--- src/rtl/switch_debouncer_pkg.sv ---
// Shared defaults, width helpers and per-bit action encoding for switch_debouncer.
package switch_debouncer_pkg;

  localparam int unsigned DEF_OUTPUT_WIDTH   = 3;
  localparam int unsigned DEF_TICK_DIV       = 16;
  localparam int unsigned DEF_STABLE_SAMPLES = 4;

  typedef enum logic [1:0] {
    BIT_HOLD,
    BIT_CLEAR,
    BIT_COUNT,
    BIT_ACCEPT
  } bit_action_e;

  function automatic int unsigned req_width(input int unsigned out_width);
    return 1 << out_width;
  endfunction

  // Counter width that never collapses to zero bits.
  function automatic int unsigned cnt_width(input int unsigned n);
    return (n <= 1) ? 1 : $clog2(n);
  endfunction

endpackage

--- src/rtl/switch_debouncer_debounce_bit.sv ---
// One raw line: 2-flop synchroniser, tick-sampled stability counter, registered level.
module debounce_bit
  import switch_debouncer_pkg::*;
#(
  parameter  int unsigned STABLE_SAMPLES = DEF_STABLE_SAMPLES,
  localparam int unsigned CW             = cnt_width(STABLE_SAMPLES + 1)
) (
  input  logic clk,
  input  logic rst_n,
  input  logic tick_i,
  input  logic raw_i,
  output logic out_o,
  output logic upd_o
);

  localparam logic [CW-1:0] CNT_LAST = CW'(STABLE_SAMPLES - 1);

  logic          meta_q;
  logic          sync_q;
  logic          out_q, out_d;
  logic [CW-1:0] cnt_q, cnt_d;
  bit_action_e   act;

  always_ff @(posedge clk or negedge rst_n) begin
    if (!rst_n) begin
      meta_q <= 1'b0;
      sync_q <= 1'b0;
      out_q  <= 1'b0;
      cnt_q  <= '0;
    end else begin
      meta_q <= raw_i;
      sync_q <= meta_q;
      out_q  <= out_d;
      cnt_q  <= cnt_d;
    end
  end

  // Any agreeing sample clears progress, so only an unbroken run is accepted.
  always_comb begin
    act = BIT_HOLD;
    if (tick_i) begin
      if (sync_q == out_q) begin
        act = BIT_CLEAR;
      end else if (cnt_q == CNT_LAST) begin
        act = BIT_ACCEPT;
      end else begin
        act = BIT_COUNT;
      end
    end
  end

  always_comb begin
    cnt_d = cnt_q;
    out_d = out_q;
    unique case (act)
      BIT_CLEAR:  cnt_d = '0;
      BIT_COUNT:  cnt_d = cnt_q + 1'b1;
      BIT_ACCEPT: begin
        cnt_d = '0;
        out_d = sync_q;
      end
      default: ;
    endcase
  end

  assign out_o = out_q;
  assign upd_o = (act == BIT_ACCEPT);

endmodule

--- src/rtl/switch_debouncer.sv ---
// Debounces W request switches plus an enable switch for the priority encoder.
// Define SWITCH_DEBOUNCER_EDGE_EN to add the per-bit rise pulse port.
module switch_debouncer
  import switch_debouncer_pkg::*;
#(
  parameter  int unsigned OUTPUT_WIDTH   = DEF_OUTPUT_WIDTH,
  parameter  int unsigned TICK_DIV       = DEF_TICK_DIV,
  parameter  int unsigned STABLE_SAMPLES = DEF_STABLE_SAMPLES,
  localparam int unsigned W              = req_width(OUTPUT_WIDTH)
) (
  input  logic         clk,
  input  logic         rst_n,
  input  logic [W-1:0] sw_raw,
  input  logic         en_raw,
  output logic [W-1:0] sw_out,
  output logic         en_out,
  output logic         changed
`ifdef SWITCH_DEBOUNCER_EDGE_EN
  ,
  output logic [W-1:0] rise
`endif
);

  localparam int unsigned   PW      = cnt_width(TICK_DIV);
  localparam logic [PW-1:0] PC_LAST = PW'(TICK_DIV - 1);

  if (TICK_DIV == 0) begin : g_bad_tick_div
    $error("switch_debouncer: TICK_DIV must be >= 1");
  end
  if (STABLE_SAMPLES == 0) begin : g_bad_stable_samples
    $error("switch_debouncer: STABLE_SAMPLES must be >= 1");
  end

  logic [PW-1:0] pc_q, pc_d;
  logic          tick;
  logic [W:0]    raw_all;
  logic [W:0]    out_all;
  logic [W:0]    upd_all;
  logic          changed_q;

  assign tick = (pc_q == PC_LAST);
  assign pc_d = tick ? '0 : pc_q + 1'b1;

  always_ff @(posedge clk or negedge rst_n) begin
    if (!rst_n) begin
      pc_q <= '0;
    end else begin
      pc_q <= pc_d;
    end
  end

  // Enable rides as the top line so it shares the same conditioning path.
  assign raw_all = {en_raw, sw_raw};

  for (genvar i = 0; i <= W; i++) begin : g_line
    debounce_bit #(
      .STABLE_SAMPLES(STABLE_SAMPLES)
    ) u_bit (
      .clk   (clk),
      .rst_n (rst_n),
      .tick_i(tick),
      .raw_i (raw_all[i]),
      .out_o (out_all[i]),
      .upd_o (upd_all[i])
    );
  end

  assign sw_out = out_all[W-1:0];
  assign en_out = out_all[W];

  always_ff @(posedge clk or negedge rst_n) begin
    if (!rst_n) begin
      changed_q <= 1'b0;
    end else begin
      changed_q <= |upd_all;
    end
  end

  assign changed = changed_q;

`ifdef SWITCH_DEBOUNCER_EDGE_EN
  logic [W-1:0] rise_q;

  // A bit that updates while currently 0 is necessarily going to 1.
  always_ff @(posedge clk or negedge rst_n) begin
    if (!rst_n) begin
      rise_q <= '0;
    end else begin
      rise_q <= upd_all[W-1:0] & ~out_all[W-1:0];
    end
  end

  assign rise = rise_q;
`endif

endmodule

--- config.mk ---
export PLATFORM = sky130hd
export DESIGN_NAME = switch_debouncer
export DESIGN_NICKNAME = d
export VERILOG_FILES = /design/src/rtl/switch_debouncer_pkg.sv /design/src/rtl/switch_debouncer_debounce_bit.sv /design/src/rtl/switch_debouncer.sv
export SDC_FILE = /design/constraint.sdc
export NUM_CORES = 1
export LEC_CHECK = 0
export ABC_AREA = 1
export CAP_MARGIN = 10
export CORE_UTILIZATION = 31
export CTS_CLUSTER_DIAMETER = 50
export DETAILED_ROUTE_END_ITERATION = 16
export GPL_TIMING_DRIVEN = 0
export PLACE_DENSITY = 0.57
export SLEW_MARGIN = 15
export SYNTH_ARGS = -nofsm -noshare
export SYNTH_HDL_FRONTEND = slang
export SYNTH_SLANG_ARGS = --single-unit
export TNS_END_PERCENT = 20
--- constraint.sdc ---
create_clock -name clk -period 2.5 [get_ports clk]
set_clock_uncertainty 0.05 [all_clocks]
set_input_delay 0.25 -clock clk [delete_from_list [all_inputs] [get_ports clk]]
set_output_delay 0.25 -clock clk [all_outputs]
set_load 0.005 [all_outputs]
==> results_dict.tcl, run 1 <==
set metrics [dict create \
    status "complete, no violations" \
    cp.arrival_ns 1.35 \
    final.min_clock_period_ns 1.647 \
    rows 33 \
    clk_pin_slew_ns 0.06 \
    powerDensity_mw_per_mm2 622.0 \
    num_antenna_cells 0 \
    die_w_um 94.57 \
    io_pins 21 \
    nets 320 \
    coreArea_mm2 0.008258 \
    antenna_left 0 \
    wirelength_um 4165 \
    postCtsSetupRepairBufs 0 \
    netlist_area_mm2 0.002656 \
    drt_iter0_drc 76 \
    grt_first_pass_wirelength_um 7369 \
    cts_tree "done" \
    drv_slew 0 \
    num-fill-cells 847 \
    start_kind "flop" \
    required_ns 2.20 \
    finalNonFillerCells 399 \
    r2r_end "g_line[6].u_bit.cnt_q[1]$_DFFE_PN0P_" \
    yosysSeqAreaShare_pct 55.58 \
    synth.avg_cell_area_um2 10.30 \
    clockRootBuffer "clkbuf_8" \
    irDropWorstVdd_mv 0.2443 \
    synthesis.nets 288 \
    drive_above_1_share_pct 13.27 \
    clkSinkCount 59 \
    drc 0 \
    yosysUniqueCellTypes 24 \
    vias_per_cell 4.231 \
    cp_max_fo 4 \
    antenna_found_initial 0 \
    dp_hpwl_um 2826 \
    area_delta_synth_final_pct 20.07 \
    min_to "g_line[8].u_bit.sync_q$_DFF_PN0_" \
    wl_per_cell_um 10.44 \
    crit_type "flop to primary output" \
    drv_cap 0 \
    htreeDepth 3 \
    end_kind "primary output" \
    synth.yosys.warnings 0 \
    p_leak_uw 0.001651 \
    dpl.cell_count 383 \
    start_util_pct 32.17 \
    min_period_over_period_pct 65.86 \
    grt_start_max_net_pins 60 \
    io_buffers 20 \
    setup_viol 0 \
    numCtsBuffers 9 \
    hold_violations 0 \
    min_path_cells 0 \
    final_util_pct 38.62 \
    r2r.worst_path.cells 7 \
    slew_headroom_pct 50.95 \
    synth_cells 258 \
    holdCritStartpoint "g_line[8].u_bit.meta_q$_DFF_PN0_" \
    synth-seq-cells 59 \
    vias 1688 \
    clock_latency_ns 0.34 \
    rrSetupSlack_ns 0.90 \
    grt_pass1_vias 1684 \
    dieArea_mm2 0.008943 \
    grtUsageTotal_pct 11.24 \
    first_pass_iters 4 \
    timing.fmax_mhz 607.3 \
    clockBufferDepth 2 \
    place.gp.congestion 0.7106 \
    grt_overflow 0 \
    min_path_type "flop to flop" \
    rsz0062_at_grt "no" \
    timing.rr.start "pc_q[0]$_DFF_PN0_" \
    worst_pin_slew_ns 0.7358 \
    die-height_um 94.57 \
]
==> cells in the final DEF (no fill, tap or decap), types with 5 or more instances in the layout <==
master / count
dfrtp_1: 59
nand2_1: 55
inv_1: 43
o21ai_1: 23
ha_1: 19
clkdlybuf4s50_1: 19
clkbuf_8: 11
buf_4: 9
nand3_1: 7
nor2_1: 6
o21ai_0: 5
nand3_2: 5
o22ai_1: 5
==> what timing repair did <==
action | in CTS | in global routing
setup endpoints to repair | 0 | 0
gates resized for setup | 0 | 0
hold buffers | 1 | 0
endpoints found under the hold margin | 59 | 0
==> power breakdown <==
part	leakage [uW]	switching (uW)	total [uW]	internal, uW
sequential	0.000756	21.3	1020	994
combinational	0.000796	59.9	111	51.4
clock	0.0000995	349	857	508
==> state kept, by name (all words and copies together), names as in the netlist <==
register / flops
g_line.u_bit.cnt_q: 27
changed: 1
g_line.u_bit.sync_q: 9
g_line.u_bit.meta_q: 9
g_line.u_bit.out_o: 9
pc_q: 4
==> worst max path at each step <==
stage,endpoint,cells after the start,slack (ns),start
2_1_floorplan,changed$_DFF_PN0_,8,1.14,pc_q[0]$_DFF_PN0_
3_3_place_gp,g_line[0].u_bit.sync_q$_DFF_PN0_,1,-0.81,rst_n
3_5_place_dp,g_line[5].u_bit.cnt_q[0]$_DFFE_PN0P_,7,0.85,pc_q[0]$_DFF_PN0_
4_1_cts,sw_out[6],2,0.83,g_line[6].u_bit.out_o$_DFFE_PN0N_
5_1_grt,g_line[5].u_bit.cnt_q[0]$_DFFE_PN0P_,7,0.73,pc_q[0]$_DFF_PN0_
6_report,sw_out[6],2,0.85,g_line[6].u_bit.out_o$_DFFE_PN0N_
==> synthesized netlist by cell type <==
master	n	share of area, %
nand3b_2	1	0.42
nand3b_4	4	3.0
buf_4	8	2.3
xor2_1	2	0.66
a21oi_1	4	0.75
clkbuf_1	1	0.14
inv_1	43	6.1
dfrtp_1	59	56
nand3_1	7	1.3
ha_1	19	8.9
inv_2	1	0.14
o21ai_0	5	0.94
nand2_1	55	7.8
nor2_1	6	0.85
buf_6	1	0.42
nand2_2	1	0.24
buf_2	1	0.19
nor2_8	1	0.75
o21ai_1	23	4.3
nand3b_1	4	1.1
nand3_2	5	1.9
buf_12	1	0.75
o22ai_1	5	1.2
or2_2	1	0.24
==> cell type report <==
class                   count  area, um2  area share (%)
well taps                 105      131.4           4.119
multi-input cells         143      914.6           28.68
flip-flops and latches     59       1476           46.29
plain buffers              12      100.1           3.138
clock inverters             2      35.03           1.098
clock buffers              13      158.9           4.982
inverters                  44      165.2           5.178
repair buffers             21      207.7           6.512
==> metrics by stage <==
| step | setup TNS (ns) | hold WS [ns] | cell area (um2) | worst slack (ns) | power (uW) |
|---|---|---|---|---|---|
| 2_1_floorplan | 0 | -0.09559 | 2656 | 1.138 | 1093 |
| 3_3_place_gp | -47.48 | 0.2820 | 2988 | -0.8083 | 1140 |
| 3_5_place_dp | 0 | 0.2858 | 2985 | 0.8499 | 1147 |
| 4_1_cts | 0 | 0.2828 | 3189 | 0.8331 | 2025 |
| 5_1_grt | 0 | 0.2804 | 3189 | 0.7270 | 2087 |
| 6_report | 0 | 0.2953 | 3189 | 0.8535 | 1984 |
==> cell families after synthesis <==
| logic type | share of synthesized area (%) |
|---|---|
| buffers and inverters | 9.985 |
| AO/OA/AOI/OAI | 7.207 |
| adder cells (fa/ha/maj) | 8.950 |
| XOR/XNOR | 0.6596 |
| AND/OR/NAND/NOR | 17.62 |
| flip-flops | 55.58 |
==> worst max-delay path: stages, from the launching register on <==
cell and delay, ns:
dfrtp_1 0.40, buf_4 0.13, clkdlybuf4s50_1 0.49
==> routing by layer <==
| metal | wire, um | part of all wire (%) | vias up | GRT usage, % |
|---|---|---|---|---|
| met5 | 0 | 0 | - | 0 |
| met4 | 91 | 2.2 | 0 | 7.197 |
| met3 | 155 | 3.7 | 8 | 4.348 |
| met2 | 1883 | 45 | 21 | 16.61 |
| met1 | 2035 | 49 | 781 | 13.69 |
| li1 | - | - | 878 | - |
Power figures use the tool's default switching activity.
==> inputs of run 2 (changes only) <==
==> constraint.sdc (replaced) <==
create_clock -name clk -period 1.55 [get_ports clk]
set_clock_uncertainty 0.05 [all_clocks]
set_input_delay 0.155 -clock clk [delete_from_list [all_inputs] [get_ports clk]]
set_output_delay 0.155 -clock clk [all_outputs]
set_load 0.005 [all_outputs]
==> results_dict.tcl, run 2 (synthesis gave the netlist of run 1 again) <==
set metrics [dict create \
    drv_slew 0 \
    numCtsBuffers 9 \
    final_util_pct 39.56 \
    grt_start_max_net_pins 60 \
    place_ws_ns -0.1001 \
    rsz0062_at_grt "no" \
    dieArea_mm2 0.008943 \
    hold_violations 0 \
    min_period_over_period_pct 94.35 \
    cp_max_fo 2 \
    vias_per_cell 4.301 \
    wirelength_um 4432 \
    cts_tree "done" \
    area_delta_synth_final_pct 22.99 \
    worst_pin_slew_ns 0.7350 \
    r2r.worst_path.cells 8 \
    holdCritStartpoint "sw_raw[6]" \
    powerDensity_mw_per_mm2 982.5 \
    min_path_type "input pin to flop" \
    final_cell_mix "dfrtp_1, nand2_1, inv_1" \
    clockBufferDepth 2 \
    die-height_um 94.57 \
    clock_latency_ns 0.34 \
    regMostFlops "g_line.u_bit.cnt_q" \
    crit_type "flop to primary output" \
    vias 1742 \
    slew_headroom_pct 51.00 \
    antenna_found_initial 0 \
    p_leak_uw 0.001722 \
    final.min_clock_period_ns 1.462 \
    irDropWorstVdd_mv 0.3962 \
    min_to "g_line[6].u_bit.meta_q$_DFF_PN0_" \
    drive_above_1_share_pct 18.33 \
    grt_pass1_vias 1689 \
    drv_cap 0 \
    io_pins 21 \
    grt_overflow 0 \
    nets 326 \
    worst_slack_ns 0.08763 \
    grtUsageTotal_pct 11.28 \
    final_common_cell "dfrtp_1" \
    dpl.cell_count 383 \
    clockRootBuffer "clkbuf_8" \
    clkSinkCount 59 \
    min_path_cells 1 \
    coreArea_mm2 0.008258 \
    start_kind "flop" \
    status "complete, no violations" \
    finalNonFillerCells 405 \
    num_antenna_cells 0 \
    io_buffers 20 \
    wl_per_cell_um 10.94 \
    largest_reg_flops 27 \
    first_pass_iters 4 \
    required_ns 1.34 \
    rrSetupSlack_ns 0.12 \
    drt_iter0_drc 88 \
    setup_viol 0 \
    timing.fmax_mhz 683.8 \
    die_w_um 94.57 \
    htreeDepth 3 \
    rows 33 \
    cp.arrival_ns 1.26 \
    start_util_pct 32.17 \
    end_kind "primary output" \
    antenna_left 0 \
    r2r_end "g_line[8].u_bit.cnt_q[2]$_DFFE_PN0P_" \
    clk_pin_slew_ns 0.06 \
    timing.rr.start "pc_q[1]$_DFF_PN0_" \
    grt_first_pass_wirelength_um 7396 \
    drc 0 \
    place.gp.congestion 0.7106 \
    dp_hpwl_um 2826 \
]
run 2: cell types whose count changed in the layout (fill, tap and decap cells not counted), sizes merged:
cell	before	now
buf	12	23
clkdlybuf4s50	19	12
clkbuf	14	15
nor2	7	8
run 2: how the worst max path moves through the flow:
stage               depth (start not counted)  slack [ns]                              start                              endpoint
floorplan                                   8        0.19                  pc_q[0]$_DFF_PN0_                     changed$_DFF_PN0_
global placement                            1       -1.66                              rst_n      g_line[0].u_bit.sync_q$_DFF_PN0_
detailed placement                          7       -0.10                  pc_q[0]$_DFF_PN0_  g_line[5].u_bit.cnt_q[0]$_DFFE_PN0P_
CTS                                         2       0.004  g_line[5].u_bit.out_o$_DFFE_PN0N_                             sw_out[5]
global route                                8        0.02                  pc_q[1]$_DFF_PN0_  g_line[8].u_bit.cnt_q[2]$_DFFE_PN0P_
finish                                      2        0.09  g_line[5].u_bit.out_o$_DFFE_PN0N_                             sw_out[5]
run 2: routing by layer:
metal / part of all wire (%) / track usage (%)
met5: 0 / 0
met4: 1.7 / 7.197
met3: 4.6 / 4.428
met2: 45 / 16.61
met1: 48 / 13.74
run 2: final cells by class:
class	instances	area (um2)
flip-flops and latches	59	1476
repair buffers	26	242.7
plain buffers	12	110.1
clock inverters	2	35.03
fillers	847	4991
inverters	44	165.2
well taps	105	131.4
clock buffers	13	158.9
multi-input cells	144	947.2
run 2: critical path: stages (launching register included):
cell	delay, ns
dfrtp_1	0.37
buf_4	0.12
clkdlybuf4s50_1	0.43
run 2: power breakdown:
part           total [uW]  leakage [uW]  internal (uW)  switching, uW
Sequential           1640      0.000756           1600           34.5
Combinational         180      0.000866           82.7           96.9
Clock                1390     0.0000995            820            573
Total                3210       0.00172           2510            704
run 2: repair_timing:
action / CTS / global route
setup endpoints to repair: 17 / 22
resized for setup: 8 / 9
hold buffers: 1 / 0
cloned: 0 / 3
setup buffers: 0 / 3
endpoints found under the hold margin: 59 / 0
pin swaps: 0 / 2
run 2: metrics by stage:
step	total power, uW	instance area, um2	TNS, ns	hold WS, ns
3_3_place_gp	1839	2988	-98.54	0.2820
6_report	3210	3267	0	0.2014
3_5_place_dp	1849	2985	-0.8228	0.2295
4_1_cts	3265	3173	0	0.1878
2_1_floorplan	1763	2656	0	-0.1906
5_1_grt	3366	3267	0	0.1854
==> inputs of run 3 (changes only) <==
--- a/config.mk
+++ b/config.mk
@@ -11,8 +11,8 @@
 export CTS_CLUSTER_DIAMETER = 50
 export DETAILED_ROUTE_END_ITERATION = 16
 export GPL_TIMING_DRIVEN = 0
-export PLACE_DENSITY = 0.57
-export SLEW_MARGIN = 15
+export PLACE_DENSITY = 0.46
+export SLEW_MARGIN = 10
 export SYNTH_ARGS = -nofsm -noshare
 export SYNTH_HDL_FRONTEND = slang
 export SYNTH_SLANG_ARGS = --single-unit
==> constraint.sdc (replaced) <==
create_clock -name clk -period 1.3 [get_ports clk]
set_clock_uncertainty 0.05 [all_clocks]
set_input_delay 0.13 -clock clk [delete_from_list [all_inputs] [get_ports clk]]
set_output_delay 0.13 -clock clk [all_outputs]
set_load 0.005 [all_outputs]
==> results_dict.tcl, run 3 (synthesis gave the netlist of run 1 again) <==
set metrics [dict create \
    cp.arrival_ns 1.66 \
    clockBufferDepth 2 \
    numCtsBuffers 9 \
    grt_start_max_net_pins 60 \
    p_leak_uw 0.001799 \
    min_period_over_period_pct 110.9 \
    p_sw_uw 878.2 \
    start_util_pct 32.17 \
    final_util_pct 41.33 \
    crit_type "flop to flop" \
    grt_first_pass_wirelength_um 7438 \
    grtUsageTotal_pct 11.23 \
    tns_ns -3.172 \
    met2_length_um 2182 \
    powerDensity_mw_per_mm2 1162 \
    clockRootBuffer "clkbuf_8" \
    wirelength_met1_um 2239 \
    drv_cap 0 \
    largest_reg_flops 27 \
    cp_max_fo 5 \
    die_w_um 94.57 \
    vias_per_cell 4.304 \
    final_common_cell "dfrtp_1" \
    num_antenna_cells 0 \
    start_kind "flop" \
    drt_iter0_drc 34 \
    required_ns 1.52 \
    io_buffers 20 \
    antenna_left 0 \
    dp_hpwl_um 2846 \
    rsz0062_at_grt "yes" \
    dieArea_mm2 0.008943 \
    timing.fmax_mhz 693.8 \
    final.min_clock_period_ns 1.441 \
    regMostFlops "g_line.u_bit.cnt_q" \
    place.gp.congestion 0.6917 \
    seq_area_mm2 0.001476 \
    timing.hold.ws_ns 0.1829 \
    first_pass_iters 4 \
    comb_power_share_pct 5.8 \
    grt_overflow 0 \
    end_kind "flop" \
    seqPwrFrac_pct 49.2 \
    vias 1782 \
    drc 0 \
    clock_latency_ns 0.33 \
    area_delta_synth_final_pct 28.50 \
    worst_pin_slew_ns 0.7584 \
    die-height_um 94.57 \
    hold_violations 0 \
    power_uw 3967 \
    clk_pin_slew_ns 0.07 \
    multi_input_area_um2 993.5 \
    clkSinkCount 59 \
    status "finished with violations" \
    grt_pass1_vias 1617 \
    violations "negative setup slack" \
    cts_tree "done" \
    drive_above_1_share_pct 23.95 \
    coreArea_mm2 0.008258 \
    wirelength_um 4647 \
    nets 334 \
    pwr-share-clk_pct 45.0 \
    wl_met3_um 158 \
    io_pins 21 \
    final_cell_mix "dfrtp_1, nand2_1, inv_1" \
    wl_per_cell_um 11.22 \
    drv_slew 0 \
    worst_slack_ns -0.1413 \
    htreeDepth 3 \
    rows 33 \
    setup_viol 34 \
    antenna_found_initial 0 \
    slew_headroom_pct 49.44 \
    p_int_uw 3088 \
    highest_layer "met4" \
    num-fill-cells 819 \
    min_path_type "input pin to flop" \
    swShare_pct 22.14 \
    irDropWorstVdd_mv 0.4684 \
]
run 3: critical path: stages, from the launching register on:
cell	delay [ns]
dfrtp_1	0.40
ha_4	0.16
nand2_4	0.09
nor2_8	0.19
clkbuf_16	0.20
nand3b_4	0.10
nor2_2	0.09
a21oi_1	0.04
inv_1	0.05
run 3: layer usage:
layer  vias up  global-route usage [%]
met2        22                   17.63
met5         -                       0
met4         0                   3.788
li1        909                       -
met3         5                   4.670
met1       846                   13.95
run 3: stage by stage:
| stage | instances | setup WS, ns | area [um2] |
|---|---|---|---|
| finish | 414 | -0.1413 | 3413 |
| global route | 414 | -0.2294 | 3413 |
| CTS | 408 | -0.1701 | 3283 |
| detailed placement | 383 | -0.2728 | 3003 |
| global placement | 383 | -2.004 | 3005 |
| floorplan | 258 | 0.002480 | 2674 |
run 3: power groups by stage:
stage / clock network (uW) / logic, uW / registers (uW)
after global placement: 0 / 211 / 1990
after floorplan: 0 / 125 / 1980
after detailed placement: 0 / 218 / 1990
after global routing: 1930 / 271 / 1960
after CTS: 1840 / 227 / 1950
final: 1780 / 230 / 1950
run 3: cell type report:
cell class / instances / area share [%]
buffer: 12 / 3.519
inverter: 44 / 4.839
sequential: 59 / 43.26
clock inverter: 5 / 2.273
clock buffer: 11 / 3.849
timing repair buffer: 34 / 9.311
multi-input combinational: 144 / 29.11
tap: 105 / 3.849
run 3: path summary, 6_finish.rpt:
| path | startpoint | endpoint | slack [ns] | depth (start not counted) |
|---|---|---|---|---|
| worst max-delay path | pc_q[0]$_DFF_PN0_ | g_line[8].u_bit.cnt_q[2]$_DFFE_PN0P_ | -0.14 | 8 |
| max in group asynchronous | rst_n | g_line[8].u_bit.cnt_q[0]$_DFFE_PN0P_ | 0.33 | 2 |
| worst min-delay path | sw_raw[0] | g_line[0].u_bit.meta_q$_DFF_PN0_ | 0.18 | 1 |
| min in group asynchronous | rst_n | g_line[2].u_bit.meta_q$_DFF_PN0_ | 0.36 | 2 |
| worst min register to register | g_line[8].u_bit.meta_q$_DFF_PN0_ | g_line[8].u_bit.sync_q$_DFF_PN0_ | 0.30 | 0 |
| worst max register to register | pc_q[0]$_DFF_PN0_ | g_line[8].u_bit.cnt_q[2]$_DFFE_PN0P_ | -0.14 | 8 |
run 3: repair_timing:
item / CTS / global route
gates resized for setup: 18 / 12
endpoints found under the setup margin: 46 / 38
setup buffers: 8 / 3
gates cloned: 0 / 3
hold buffers: 1 / 0
pin swaps: 1 / 5
hold endpoints to repair: 59 / 0
